File: src/rtl/des_sbox_pipe.sv
// Pipelined bank of the eight DES S-boxes (S1..S8) with valid/ready handshakes on both sides.
// Define DES_SBOX_PERM_EN to apply the DES P-permutation to the substituted word.
module des_sbox_pipe #(
    parameter int unsigned PIPE_DEPTH = 2,
    parameter int unsigned TAG_W      = 4
) (
    input  logic             clk,
    input  logic             rst,
    input  logic             in_valid,
    output logic             in_ready,
    input  logic [47:0]      in_data,
    input  logic [TAG_W-1:0] in_tag,
    output logic             out_valid,
    input  logic             out_ready,
    output logic [31:0]      out_data,
    output logic [TAG_W-1:0] out_tag,
    output logic [2:0]       occupancy
);
    localparam int unsigned LAST = PIPE_DEPTH - 1;
    localparam int unsigned DW   = 32;

    // Four rows per box, S1 first; column 0 sits in the most significant nibble.
    localparam logic [63:0] SBOX_ROWS [32] = '{
        64'hE4D12FB83A6C5907, 64'h0F74E2D1A6CB9538, 64'h41E8D62BFC973A50, 64'hFC8249175B3EA06D,
        64'hF18E6B34972DC05A, 64'h3D47F28EC01A69B5, 64'h0E7BA4D158C6932F, 64'hD8A13F42B67C05E9,
        64'hA09E63F51DC7B428, 64'hD709346A285ECBF1, 64'hD6498F30B12C5AE7, 64'h1AD069874FE3B52C,
        64'h7DE3069A1285BC4F, 64'hD8B56F03472C1AE9, 64'hA690CB7DF13E5284, 64'h3F06A1D8945BC72E,
        64'h2C417AB6853FD0E9, 64'hEB2C47D150FA3986, 64'h421BAD78F9C5630E, 64'hB8C71E2D6F09A453,
        64'hC1AF92680D34E75B, 64'hAF427C9561DE0B38, 64'h9EF528C3704A1DB6, 64'h432C95FABE17608D,
        64'h4B2EF08D3C975A61, 64'hD0B7491AE35C2F86, 64'h14BDC37EAF680592, 64'h6BD814A7950FE23C,
        64'hD2846FB1A93E50C7, 64'h1FD8A374C56B0E92, 64'h7B419CE206ADF358, 64'h21E74A8DFC90356B
    };

    function automatic logic [3:0] sbox(input int box, input logic [5:0] b);
        logic [63:0] row;
        int unsigned sh;
        row = SBOX_ROWS[box * 4 + int'({b[5], b[0]})];
        sh  = 32'd60 - 32'd4 * 32'(b[4:1]);
        return 4'(row >> sh);
    endfunction

    logic [DW-1:0]         s_word;
    logic [DW-1:0]         stage_in;
    logic [PIPE_DEPTH-1:0] vld;
    logic [PIPE_DEPTH-1:0] adv;
    logic [DW-1:0]         dat [PIPE_DEPTH];
    logic [TAG_W-1:0]      tag [PIPE_DEPTH];
    logic                  accept;
    logic                  deliver;

    // Combinational lookup feeding the stage-1 register.
    always_comb begin
        s_word = '0;
        for (int b = 0; b < 8; b++) begin
            s_word[31 - 4 * b -: 4] = sbox(b, in_data[47 - 6 * b -: 6]);
        end
    end

`ifdef DES_SBOX_PERM_EN
    localparam int unsigned PERM [32] = '{
        16, 7, 20, 21, 29, 12, 28, 17, 1, 15, 23, 26, 5, 18, 31, 10,
        2, 8, 24, 14, 32, 27, 3, 9, 19, 13, 30, 6, 22, 11, 4, 25
    };
    logic [DW-1:0] p_word;

    for (genvar i = 0; i < 32; i++) begin : g_perm
        assign p_word[31 - i] = s_word[32 - PERM[i]];
    end

    assign stage_in = p_word;
`else
    assign stage_in = s_word;
`endif

    // A stage moves when any stage from it to the output has a hole, or the sink is taking data.
    always_comb begin
        adv = '0;
        for (int k = 0; k < int'(PIPE_DEPTH); k++) begin
            adv[k] = out_ready;
            for (int j = k; j < int'(PIPE_DEPTH); j++) begin
                if (!vld[j]) adv[k] = 1'b1;
            end
        end
    end

    assign in_ready = adv[0];
    assign accept   = in_valid && adv[0];
    assign deliver  = vld[LAST] && out_ready;

    always_ff @(posedge clk) begin
        if (rst) begin
            vld       <= '0;
            occupancy <= '0;
            for (int k = 0; k < int'(PIPE_DEPTH); k++) begin
                dat[k] <= '0;
                tag[k] <= '0;
            end
        end else begin
            if (adv[0]) begin
                vld[0] <= in_valid;
                if (in_valid) begin
                    dat[0] <= stage_in;
                    tag[0] <= in_tag;
                end
            end
            for (int k = 1; k < int'(PIPE_DEPTH); k++) begin
                if (adv[k]) begin
                    vld[k] <= vld[k-1];
                    if (vld[k-1]) begin
                        dat[k] <= dat[k-1];
                        tag[k] <= tag[k-1];
                    end
                end
            end
            case ({accept, deliver})
                2'b10:   occupancy <= occupancy + 3'd1;
                2'b01:   occupancy <= occupancy - 3'd1;
                default: occupancy <= occupancy;
            endcase
        end
    end

    assign out_valid = vld[LAST];
    assign out_data  = dat[LAST];
    assign out_tag   = tag[LAST];

endmodule

File: config.mk
export PLATFORM = sky130hd
export DESIGN_NAME = des_sbox_pipe
export DESIGN_NICKNAME = d
export VERILOG_FILES = /design/src/rtl/des_sbox_pipe.sv
export SDC_FILE = /design/constraint.sdc
export NUM_CORES = 1
export LEC_CHECK = 0
export ABC_AREA = 0
export CAP_MARGIN = 20
export CORE_MARGIN = 4
export CORE_UTILIZATION = 33
export CTS_BUF_LIST = sky130_fd_sc_hd__clkbuf_4 sky130_fd_sc_hd__clkbuf_8
export CTS_CLUSTER_DIAMETER = 120
export DETAILED_ROUTE_END_ITERATION = 6
export DONT_BUFFER_PORTS = 1
export GPL_TIMING_DRIVEN = 0
export HOLD_SLACK_MARGIN = 0.02
export PLACE_DENSITY = 0.55
export SLEW_MARGIN = 40
export SYNTH_ARGS = -nofsm -noshare
export SYNTH_HDL_FRONTEND = slang
export SYNTH_SLANG_ARGS = --single-unit
File: constraint.sdc
create_clock -name clk -period 3.3 [get_ports clk]
set_clock_uncertainty 0.15 [all_clocks]
set_input_delay 0.66 -clock clk [delete_from_list [all_inputs] [get_ports clk]]
set_output_delay 0.66 -clock clk [all_outputs]
set_load 0.05 [all_outputs]
==> After elaboration in Yosys (flattened, before gate mapping) <==
Memories as Yosys holds them, arrays and structs flattened.
Index checks and enable logic that the tools add are counted.
Widths: inputs -> output; s select.
{ "totals": {"regBits": 5, "ram_bits": 72, "rom_bits": 16384, "in_bits": 56, "output_inout_bits": 41, "elab_cells": 97, "mem_count": 10} }
{ "mem_list": {"columns": ["memory", "depth", "width", "rd", "rd_ports_with_merged_regs", "wr", "line_no", "rtl"], "rows": [
  ["(name not given)", 32, 64, 1, 0, 0, "37", "row = SBOX_ROWS[box * 4 + int'({b[5], b[0]})];"],
  ["(name not given)", 32, 64, 1, 0, 0, "37", null],
  ["(name not given)", 32, 64, 1, 0, 0, "37", null],
  ["(name not given)", 32, 64, 1, 0, 0, "37", null],
  ["(name not given)", 32, 64, 1, 0, 0, "37", null],
  ["(name not given)", 32, 64, 1, 0, 0, "37", null],
  ["4 more memories", null, null, null, null, null, null, null]
]} }
{ "classes": {"add_sub_neg": 17, "magnitude_cmp": 8, "n_eq_ne": 2, "shifts": 8, "muxes": 34, "n_bitwise": 12, "n_reduce_logical": 3} }
{ "ops": {"columns": ["cell", "n"], "rows": [
  ["$mux 64", 16],
  ["$shr 64x32->4", 8],
  ["$ge 32x6->1 const B", 8],
  ["$not 6->32", 4],
  ["$mux 32", 2],
  ["$not 5->32", 2],
  ["$sub 6x6->7 const A", 8],
  ["$not 2->32", 1],
  ["$not 4->32", 1],
  ["$add 5x2->6 const A", 4],
  ["$mux 1", 13],
  ["$add 4x2->5 const A", 2],
  ["$mux 4", 2],
  ["$pmux 3 s2", 1],
  ["$add 3x2->4 const A", 1],
  ["$or 1x1->1", 4],
  ["$add 3x1->3 const B", 1],
  ["$sub 3x1->3 const B", 1],
  ["$eq 2x1->1 const B", 1],
  ["$eq 2x2->1 const B", 1],
  ["$logic_and 1x1->1", 2],
  ["$reduce_bool 2->1", 1]
]} }

==> Depth between registers and ports, before layout <==
{ "depth": {"ltp_word": 7, "mapped_depth": 9, "depth_no_buf": 8} }

==> Worst setup path before layout <==
No wires, ideal clock.
{ "synth_timing": {"path_kind": "input-to-reg", "startpoint": "input port out_ready", "endpoint": "memory dat[1][0] (netlist: dat[0][32]) (enable)", "setup_time_ns": 0.437, "arrival_ns": 2.409, "required_time_ns": 2.713, "path_slack_ns": 0.304, "cell_stages": 2, "n_path_buf": 0, "path_cell_list": "nor2b_1 > o21bai_1"} }
{ "synth_lines": {"columns": ["item", "line_no", "rtl"], "rows": [
  ["start, declared", "14", "input logic out_ready,"],
  ["end, declared", "46", "logic [DW-1:0] dat [PIPE_DEPTH];"]
]} }

==> Worst setup path in the final report <==
{ "layout_timing": {"startpoint": "register vld[1]", "endpoint": "register occupancy[2]"} }
{ "layout_between": {"elab_chain_len": 4, "word_cells_on_any_way": 7, "classes_between": "eq/ne (2); mux (2); reduce/logical (3)"} }
{ "layout_lines": {"columns": ["item", "line_no", "rtl"], "rows": [
  ["start, declared", "44", "logic [PIPE_DEPTH-1:0] vld;"],
  ["start signal, assigned by index", "108", "vld[k] <= vld[k-1];"],
  ["$mux 1 (*)", "81", "if (!vld[j]) adv[k] = 1'b1;"],
  ["named net in_ready", "10", "output logic in_ready,"],
  ["$logic_and 1x1->1 (*)", "87", "assign accept = in_valid && adv[0];"],
  ["$eq 2x1->1 or $eq 2x2->1 (tied branches)", "115", "case ({accept, deliver})"],
  ["$pmux 3 s2 or $reduce_bool 2->1 (tied branches)", null, null],
  ["end signal, assigned", "116", "2'b10: occupancy <= occupancy + 3'd1;"],
  ["end signal, assigned", "117", "2'b01: occupancy <= occupancy - 3'd1;"],
  ["end signal, assigned", "118", "default: occupancy <= occupancy;"],
  ["end, declared", "17", "output logic [2:0] occupancy"]
]} }
Mark *: on every way through the listed nets, which the timed path passes. The rest lies on a longest branch.
A chain may end at the register's enable or synchronous reset.

==> metrics.csv <==
stage,metric,value,unit
global_route,grt_pass1_wl,32170,um
global_route,gr-total-overflow,0,
clock_network,post_cts_resized,0,
synth,synth_area,7995,um^2
pwr,power_density,354.2,nW/um^2
floorplanning,dieArea,26780,um^2
global_route,grt_pass1_vias,6359,
timing,tightest_slew,0.6948,ns
setup_path,crit_fanout,4,
setup_path,crit_start,vld[1],
synth,syn-num-nets,1034,
final_layout,layout-drive-gt1-share,13.96,%
clock_network,cts-buffers-inserted,9,
final_layout,layout.nets,1047,
clock_network,ctsHoldBuffers,0,
final_layout,diodes,0,
clock_network,numClockSinks,77,
timing,min_period_over_period,86.76,%
pwr,leakage,3.435,nW
synth,ys_ff_latch,77,
timing,setup_tns,0,ns
synth,synth_area_leader_cell,edfxtp_1,
clock_network,clk_path_buf_depth,2,
synth,syn_avg_cell_area,8.757,um^2
timing,hold_viol_final,0,
drt,drc,0,
drt,viasPerCell,5.370,
floorplanning,die_y,163.7,um
clock_network,cts_tree,built,
placement,placed_cell_area,8443,um^2
min_path,hold_start,in_valid,
timing,maxSlewViolCount,0,
timing,min_period,2.863,ns
setup_path,start_kind,flop,
timing,fmax,349.3,MHz
placement,place_inst,1234,
final_layout,instances_no_fill,1250,
floorplanning,core,23680,um^2
drt,wl,19900,um
clock_network,clk_pin_slew,0.07,ns
global_route,grt.met1_usage,19.73,%
setup_path,crit_type,reg2reg,
synth,synthCells,913,
placement,gp_congestion,0.8865,
clock_network,clk-insertion-delay-late,0.35,ns
placement,port_buffers,0,
floorplanning,io_pins,97,
drt,ant_nets,0,
synth,synthFlopType,edfxtp_1,
final_layout,area_growth,8.889,%
synth,postSynth.asyncResetShare,0,%
global_route,met2_usage,23.24,%
drt,num_vias,6713,
synth,seq_area_frac_synth,28.29,%
setup_path,end_kind,flop,
drt,drtPass1Iterations,5,
floorplanning,die_w,163.7,um
floorplanning,initial_core_util,33.76,%
pwr,ir_drop,0.2189,mV
drt,first_iter_violations,574,
setup_path,crit_required,3.43,ns
drt,detail_route.wl_per_cell,15.92,um
final_layout,stdcell_area,8706,um^2
flow_run,cap_violations,0,
clock_network,root_buffer,clkbuf_8,
setup_path,timing.rr.start,vld[1],
timing,rsz0062_at_grt,false,
synth,synth_top_area_share,27.04,%
timing,relSlewSlack,53.68,%
synth,synthTopCellsByArea,"edfxtp_1 27%, ha_1 10%, mux4_2 5.1%",
global_route,antenna_found_initial,0,
global_route,grt_max_degree,37,
setup_path,arrival,2.99,ns
outcome,status,"complete, no violations",
placement,hpwl,14840,um
min_path,hold_class,in2reg,
synth,synth_warnings,0,
floorplanning,num_rows,56,
timing,finalSetupViolCount,0,
global_route,grtUsageTotal,14.58,%
synth,synth_edf_count,72,
final_layout,fillers,2450,
global_route,busiest_layer,met2,
clock_network,h-tree-depth,3,
synth,synthDistinctLibCells,69,
clock_network,post_cts_buffers,0,
global_route,use_met3,4.113,%
==> worst max-delay path, stage by stage (launching register included) <==
cell and delay [ns]:
dfxtp_1 0.50, and3b_1 0.34, inv_1 0.38, nand2_1 0.20, ha_1 0.28, fa_1 0.38, xnor2_1 0.14, or3_1 0.30
a21oi_1 0.13
==> cell families (layout without fill, tap and decap cells) <==
family                   after synthesis  count (layout)  synth area share (%)
flip-flops                            77              77                 28.29
XOR/XNOR                              22              22                 2.410
AO/OA/AOI/OAI                        269             269                 21.89
buffers and inverters                151             169                 9.859
AND/OR/NAND/NOR                      280             280                 18.18
multiplexers                          49              49                 9.092
adder cells (fa/ha/maj)               65              65                 10.27
==> flip-flops by register name, indices dropped and copies added (netlist names) <==
register and count:
occupancy 3, tag 8, vld 2, dat 64
==> through the flow <==
stage               setup slack (ns)  util [%]  hold WS [ns]  power, W
floorplan                     0.3041         -        0.3290  0.002014
global placement             -0.7395     35.44        0.3482  0.002198
detailed placement            0.2737     35.65        0.3514  0.002204
CTS                           0.4186     36.76        0.2663  0.003117
global route                  0.2910     36.76        0.2851  0.003276
finish                        0.4371     36.76        0.2916  0.003083
==> placed cells by master (no fill, tap or decap), drive strengths merged, types with 36 or more instances in the layout <==
cell type / Yosys / layout
nand2: 56 / 56
clkbuf: 34 / 47
a211oi: 36 / 36
o21ai: 69 / 69
edfxtp: 72 / 72
buf: 82 / 84
a21oi: 54 / 54
and2: 43 / 43
nor2: 64 / 64
ha: 64 / 64
==> path summary, 6_finish.rpt <==
| kind | to | slack, ns | depth (start not counted) |
|---|---|---|---|
| hold / removal | vld[0] | 0.29 | 2 |
| setup reg to reg | occupancy[2] | 0.44 | 8 |
| hold reg to reg | dat[0][47] | 0.37 | 1 |
| setup / recovery | occupancy[2] | 0.44 | 8 |
==> Yosys cell counts (all sizes together), types with 4 or more instances <==
| master | instances |
|---|---|
| a221oi | 5 |
| a31oi | 16 |
| or3 | 5 |
| inv | 35 |
| clkbuf | 34 |
| a21boi | 5 |
| nor2b | 14 |
| o22ai | 10 |
| o21a | 5 |
| a21oi | 54 |
| nand3b | 9 |
| a211oi | 36 |
| xor2 | 9 |
| o311ai | 6 |
| ha | 64 |
| nand2 | 56 |
| edfxtp | 72 |
| xnor2 | 13 |
| nand2b | 35 |
| o31ai | 7 |
| buf | 82 |
| and2 | 43 |
| a211o | 7 |
| o2111ai | 4 |
| nand3 | 18 |
| o211ai | 18 |
| mux4 | 18 |
| o21ai | 69 |
| nor2 | 64 |
| dfxtp | 5 |
| mux2i | 22 |
| o221ai | 4 |
| mux2 | 9 |
| nor3b | 7 |
| nor3 | 15 |
==> power breakdown <==
| part | total [W] | internal, W | switching, W |
|---|---|---|---|
| logic | 0.000973 | 0.000375 | 0.000598 |
| registers | 0.00121 | 0.00117 | 0.0000442 |
| clock network | 0.000900 | 0.000573 | 0.000326 |
==> metal layers <==
metal,up-vias,wire length [um]
met5,-,0
met4,0,249
met3,26,1433
met2,211,9262
met1,3153,8957
li1,3323,-
==> cell type report <==
cell class              count  area (um^2)  area share (%)
plain buffers             116        656.9           7.545
clock buffers              13        172.7           1.983
clock inverters             3        90.09           1.035
inverters                  35        131.4           1.509
multi-input cells         685         4964           57.01
flip-flops and latches     77         2262           25.98
well taps                 319        399.1           4.585
repair buffers              2        30.03          0.3449
Note: power is estimated with default switching activity, not from simulation.
